===== config.mk =====
export PLATFORM = sky130hd
export DESIGN_NAME = fifo_n
export DESIGN_NICKNAME = d
export VERILOG_FILES = /design/src/rtl/fifo_n_pkg.sv /design/src/rtl/fifo_n_mem.sv /design/src/rtl/fifo_n.sv
export SDC_FILE = /design/constraint.sdc
export NUM_CORES = 1
export LEC_CHECK = 0
export ABC_AREA = 1
export BUFFER_PORTS_ARGS = -buffer_cell sky130_fd_sc_hd__buf_4
export CAP_MARGIN = 10
export CORE_UTILIZATION = 62
export DETAILED_ROUTE_END_ITERATION = 8
export MAX_ROUTING_LAYER = met4
export PLACE_DENSITY = 0.89
export SYNTH_ARGS = -nofsm -noshare
export SYNTH_HDL_FRONTEND = slang
export SYNTH_SLANG_ARGS = --single-unit

===== constraint.sdc =====
create_clock -name CLK -period 16.4 [get_ports CLK]
set_clock_uncertainty 0.15 [all_clocks]
set_input_delay 0.82 -clock CLK [delete_from_list [all_inputs] [get_ports CLK]]
set_output_delay 0.82 -clock CLK [all_outputs]
set_load 0.01 [all_outputs]

===== src/rtl/fifo_n_pkg.sv =====
`default_nettype none
// ============================================================================
//  Module      : fifo_n_pkg
//  Description : Shared helpers for the N-entry guarded FIFO. Provides width
//                derivation and the parameter legality check.
//  Revision    : 1.0 - initial release
// ============================================================================
package fifo_n_pkg;

  // Ceiling log2 usable in constant expressions; clog2(1) = 0.
  function automatic int clog2(input int value);
    int result;
    result = 0;
    while ((1 << result) < value) begin
      result = result + 1;
    end
    return result;
  endfunction

  // Read/write pointer width: addresses slots 0..DEPTH-1.
  function automatic int pw_of(input int depth);
    return clog2(depth);
  endfunction

  // Occupancy width: must represent 0..DEPTH inclusive.
  function automatic int cw_of(input int depth);
    return clog2(depth + 1);
  endfunction

  // Legal configuration: at least one payload bit, two or more slots,
  // and an almost-full threshold inside 1..DEPTH.
  function automatic bit params_ok(input int width, input int depth, input int afull_level);
    return (width >= 1) && (depth >= 2) && (afull_level >= 1) && (afull_level <= depth);
  endfunction

endpackage : fifo_n_pkg
`default_nettype wire


===== src/rtl/fifo_n_mem.sv =====
`default_nettype none
// ============================================================================
//  Module      : fifo_n_mem
//  Description : DEPTH x WIDTH register array, one synchronous write port and
//                one asynchronous read port. Contents are never reset.
//  Revision    : 1.0 - initial release
// ============================================================================
module fifo_n_mem #(
  parameter int WIDTH = 96,
  parameter int DEPTH = 4,
  parameter int PW    = 2
) (
  input  logic             CLK,
  input  logic             we,
  input  logic [PW-1:0]    waddr,
  input  logic [WIDTH-1:0] wdata,
  input  logic [PW-1:0]    raddr,
  output logic [WIDTH-1:0] rdata
);

  logic [WIDTH-1:0] r_mem [DEPTH];

  // Write the addressed slot on an accepted enqueue.
  always_ff @(posedge CLK) begin
    if (we) begin
      r_mem[waddr] <= wdata;
    end
  end

  // Combinational read so the head entry is visible the cycle after it lands.
  always_comb begin
    rdata = r_mem[raddr];
  end

endmodule : fifo_n_mem
`default_nettype wire


===== src/rtl/fifo_n.sv =====
`default_nettype none
// ============================================================================
//  Module      : fifo_n
//  Description : Parametrised N-entry guarded FIFO with enq/deq/first method
//                interfaces, occupancy and almost-full status, and a
//                synchronous flush. All DEPTH slots are usable; no bypass and
//                no pass-through paths.
//  Revision    : 1.0 - initial release
// ============================================================================
module fifo_n
  import fifo_n_pkg::*;
#(
  parameter int WIDTH       = 96,
  parameter int DEPTH       = 4,
  parameter int AFULL_LEVEL = DEPTH - 1
) (
  input  logic                      CLK,
  input  logic                      nRST,
  input  logic                      in_enq__ENA,
  input  logic [WIDTH-1:0]          in_enq_v,
  output logic                      in_enq__RDY,
  input  logic                      out_deq__ENA,
  output logic                      out_deq__RDY,
  output logic [WIDTH-1:0]          out_first,
  output logic                      out_first__RDY,
  input  logic                      clear__ENA,
  output logic                      clear__RDY,
  output logic [cw_of(DEPTH)-1:0]   count,
  output logic                      almostFull
);

  localparam int PW = pw_of(DEPTH);
  localparam int CW = cw_of(DEPTH);

  localparam logic [CW-1:0] c_full_count  = CW'(DEPTH);
  localparam logic [CW-1:0] c_afull_count = CW'(AFULL_LEVEL);
  localparam logic [CW-1:0] c_cnt_one     = CW'(1);
  localparam logic [PW-1:0] c_last_ptr    = PW'(DEPTH - 1);
  localparam logic [PW-1:0] c_ptr_one     = PW'(1);

  // Refuse to elaborate an unusable configuration.
  if (!params_ok(WIDTH, DEPTH, AFULL_LEVEL)) begin : g_param_check
    $error("fifo_n: illegal parameters WIDTH=%0d DEPTH=%0d AFULL_LEVEL=%0d",
           WIDTH, DEPTH, AFULL_LEVEL);
  end

  logic [PW-1:0]    r_rindex;
  logic [PW-1:0]    r_windex;
  logic [CW-1:0]    r_count;

  logic             w_not_full;
  logic             w_not_empty;
  logic             w_enq_fire;
  logic             w_deq_fire;
  logic [PW-1:0]    w_rindex_nxt;
  logic [PW-1:0]    w_windex_nxt;
  logic [WIDTH-1:0] w_head;

  // Guards come from the count register only, never from any ENA.
  always_comb begin
    w_not_full  = (r_count != c_full_count);
    w_not_empty = (r_count != '0);
  end

  // A method fires only when requested and guarded; clear drops both.
  always_comb begin
    w_enq_fire = in_enq__ENA  & w_not_full  & ~clear__ENA;
    w_deq_fire = out_deq__ENA & w_not_empty & ~clear__ENA;
  end

  // Pointer advance with explicit wrap so non-power-of-two depths work.
  always_comb begin
    w_rindex_nxt = (r_rindex == c_last_ptr) ? '0 : (r_rindex + c_ptr_one);
    w_windex_nxt = (r_windex == c_last_ptr) ? '0 : (r_windex + c_ptr_one);
  end

  // Pointer and occupancy state; clear wins over enq/deq in the same cycle.
  always_ff @(posedge CLK or negedge nRST) begin
    if (!nRST) begin
      r_rindex <= '0;
      r_windex <= '0;
      r_count  <= '0;
    end else if (clear__ENA) begin
      r_rindex <= '0;
      r_windex <= '0;
      r_count  <= '0;
    end else begin
      if (w_enq_fire) begin
        r_windex <= w_windex_nxt;
      end
      if (w_deq_fire) begin
        r_rindex <= w_rindex_nxt;
      end
      if (w_enq_fire && !w_deq_fire) begin
        r_count <= r_count + c_cnt_one;
      end else if (w_deq_fire && !w_enq_fire) begin
        r_count <= r_count - c_cnt_one;
      end
    end
  end

  fifo_n_mem #(
    .WIDTH (WIDTH),
    .DEPTH (DEPTH),
    .PW    (PW)
  ) u_mem (
    .CLK   (CLK),
    .we    (w_enq_fire),
    .waddr (r_windex),
    .wdata (in_enq_v),
    .raddr (r_rindex),
    .rdata (w_head)
  );

  // Outputs: head is masked to zero when empty so stale data never leaks.
  always_comb begin
    in_enq__RDY    = w_not_full;
    out_deq__RDY   = w_not_empty;
    out_first__RDY = w_not_empty;
    out_first      = w_not_empty ? w_head : '0;
    clear__RDY     = 1'b1;
    count          = r_count;
    almostFull     = (r_count >= c_afull_count);
  end

endmodule : fifo_n
`default_nettype wire


==> impl_metrics.py <==
metrics = {
    "critical_path": {
        "setup.worst_path.start_class": "register",
        "crit_type": "register to output pin",
        "cp.required_ps": 15430,
        "cp_max_fo": 114,
        "endpoint_kind": "output pin",
        "crit_arrival_ps": 3660,
    },
    "global_route": {
        "grt_first_pass_wirelength_mm": 51.6,
        "grt_usage_pct": 27.1,
        "first_global_vias": 10200,
        "grt_max_degree": 115,
        "antenna_found_initial": 1,
        "grt-ovfl-total": 0,
    },
    "floorplanning": {
        "start_util_pct": 63.3,
        "ios": 205,
        "die_area_um2": 25500,
        "row_count": 57,
        "die_w_um": 160,
        "core_area_um2": 24300,
        "die_h_um": 160,
    },
    "synth": {
        "synth_ff_type": "edfxtp_1",
        "ys_ff_latch": 391,
        "synth.most_common_cell": "nor2_1",
        "yosys_warnings": 0,
        "synth_area_leader_cell": "edfxtp_1",
        "synthesis.area_um2": 15400,
        "ys_seq_area_share_pct": 76.0,
        "syn-num-nets": 1308,
        "async_flop_share_pct": 1.79,
        "synth_common_cells": "nor2_1, edfxtp_1, o21ai_0, a21oi_1, o21ai_1",
        "avgSynthCellArea_um2": 12.8,
        "synthTopCellsByArea": "edfxtp_1, nor2_1, o21ai_0, a21oi_1, o21ai_1",
        "synth_edf_count": 384,
        "synth_cell_types": 27,
        "yosys.area.top_type_share_pct": 74.9,
        "syn_inst": 1201,
    },
    "clocking": {
        "cts_tree": "done",
        "cts_max_level": 2,
        "clock_latency_ps": 510,
        "clockBufferDepth": 3,
        "clock_sinks": 391,
        "numCtsBuffers": 38,
        "clk_pin_slew_worst_paths_ps": 60,
        "cts_setup_buffers": 0,
        "root_buffer": "clkbuf_16",
    },
    "sta": {
        "max_freq_ghz": 0.216,
        "fin_crit_sh_pct": 28.2,
        "setup_tns_ps": 0,
        "finalMaxSlewViolations": 0,
        "worst_pin_slew_ps": 1090,
        "fin_crit_ps": 4630,
        "setup_viol": 0,
        "maxSlewHeadroom_pct": 26.9,
        "worst_slack_ps": 11770,
        "rsz0062_at_grt": "false",
        "final_hold_viol_count": 0,
    },
    "route": {
        "avgViaCountPerCell": 5.77,
        "wl_per_cell_um": 19.5,
        "drtIter0Drc": 869,
        "ant_nets": 0,
        "drt_wl_total_mm": 33.8,
        "post-route-drc-count": 0,
        "vias": 9989,
        "first_pass_iters": 5,
    },
    "power": {
        "p_seq_share_pct": 39.1,
        "clkPwrFrac_pct": 25.5,
        "p_leak_nw": 6.47,
        "p_sw_mw": 1.07,
        "netSwitchingFraction_pct": 34.4,
        "pwr-share-comb_pct": 35.4,
        "p_int_mw": 2.04,
        "ir_drop_v": 0.000122,
        "p_per_area_nw_per_um2": 171,
    },
    "finish": {
        "fin_util_pct": 74.5,
        "seq_area_um2": 11700,
        "drive_gt1_share_pct": 19.7,
        "synthToLayoutAreaGrowth_pct": 17.7,
        "fillers": 1461,
        "multi_input_area_um2": 3190,
        "nets": 1486,
    },
    "placement": {
        "dp_slack_ps": 12350,
        "gp_congestion": 0.819,
        "io_buffers": 203,
        "post-dp-hpwl_mm": 18.3,
    },
    "run_status": {
        "status": "finished, final reports clean",
    },
    "worst_hold_path": {
        "hold_path.class": "input port to register",
    },
    "run": {
        "cap_violations": 0,
    },
}
-- cell type report --
class	instances	area share (%)
Antenna cell	1	0.0138
Clock buffer	47	5.79
Clock inverter	19	0.463
Inverter	17	0.380
Multi-Input combinational cell	717	17.6
Sequential cell	391	64.6
Tap cell	324	2.24
Timing Repair Buffer	214	8.88
-- power by group through the flow --
| stage | registers (mW) | logic [mW] | clock network, mW |
|---|---|---|---|
| 2_1_floorplan | 1.20 | 0.681 | 0 |
| 3_3_place_gp | 1.23 | 1.05 | 0 |
| 3_5_place_dp | 1.23 | 1.09 | 0 |
| 4_1_cts | 1.21 | 1.10 | 0.801 |
| 5_1_grt | 1.22 | 1.20 | 0.839 |
| 6_report | 1.21 | 1.10 | 0.792 |
-- layer usage --
layer	up-vias	part of all wire, %	GRT usage, %
li1	4596	-	-
met1	4789	37	32.0
met2	512	51	45.4
met3	92	8.3	5.06
met4	0	3.3	12.6
met5	-	0	-
-- final timing paths --
check                              from                 end  slack (ps)  cells past startpoint
setup / recovery            r_rindex[0]        out_first[2]       11770                      5
setup reg to reg               count[0]  u_mem.r_mem[3][76]       13180                      5
max in group asynchronous          nRST         r_rindex[0]       15410                      2
hold reg to reg                count[0]            count[0]         440                      1
min in group asynchronous          nRST         r_windex[0]         550                      2
hold / removal             in_enq_v[15]  u_mem.r_mem[1][15]         350                      1
-- repair_timing --
item / CTS / global route
hold buffers: 1 / 0
endpoints found under the hold margin: 7 / 0
gates resized for setup: 0 / 0
-- cells in the final DEF (no fill, tap or decap), types with 2 or more instances in the layout --
| cell | instances |
|---|---|
| nor2_4 | 4 |
| ha_1 | 5 |
| clkbuf_1 | 6 |
| nand2_1 | 13 |
| edfxtp_1 | 384 |
| o21ai_0 | 143 |
| clkinv_2 | 8 |
| inv_1 | 14 |
| o21ai_1 | 55 |
| nand3_1 | 3 |
| clkinv_1 | 12 |
| buf_4 | 213 |
| dfrtp_1 | 5 |
| dfrtp_4 | 2 |
| nand2_2 | 2 |
| clkbuf_16 | 41 |
| nor2_1 | 386 |
| a21oi_1 | 97 |
-- state kept, by name (all words and copies together) (netlist names) --
| register | count |
|---|---|
| count | 3 |
| r_windex | 2 |
| u_mem.r_mem | 384 |
| r_rindex | 2 |
-- per-stage QoR --
step	hold WS (ps)	instances	power [mW]	cell area (µm²)
2_1_floorplan	374	1201	1.88	15400
3_3_place_gp	391	1662	2.28	17000
3_5_place_dp	416	1662	2.32	17000
4_1_cts	338	1729	3.11	18100
5_1_grt	339	1730	3.26	18100
6_report	353	1730	3.10	18100
-- critical path, cell delays in order (launching register included) --
cell     delay (ps)
dfrtp_4         740
inv_4           830
buf_4           750
o21ai_0         280
a21oi_1         300
buf_4           190
-- cell families (layout without fill, tap and decap cells) --
kind of cell,count (synthesis),after routing,share of synthesized area (%)
buf+inv,93,297,3.48
compound gates,297,297,9.69
xor+xnor,1,1,0.0569
simple gates,412,412,10.2
other cells,1,2,0.0243
flops,391,391,76.0
fa+ha+maj,6,6,0.536
No activity file was read; power rests on OpenSTA's default activity.
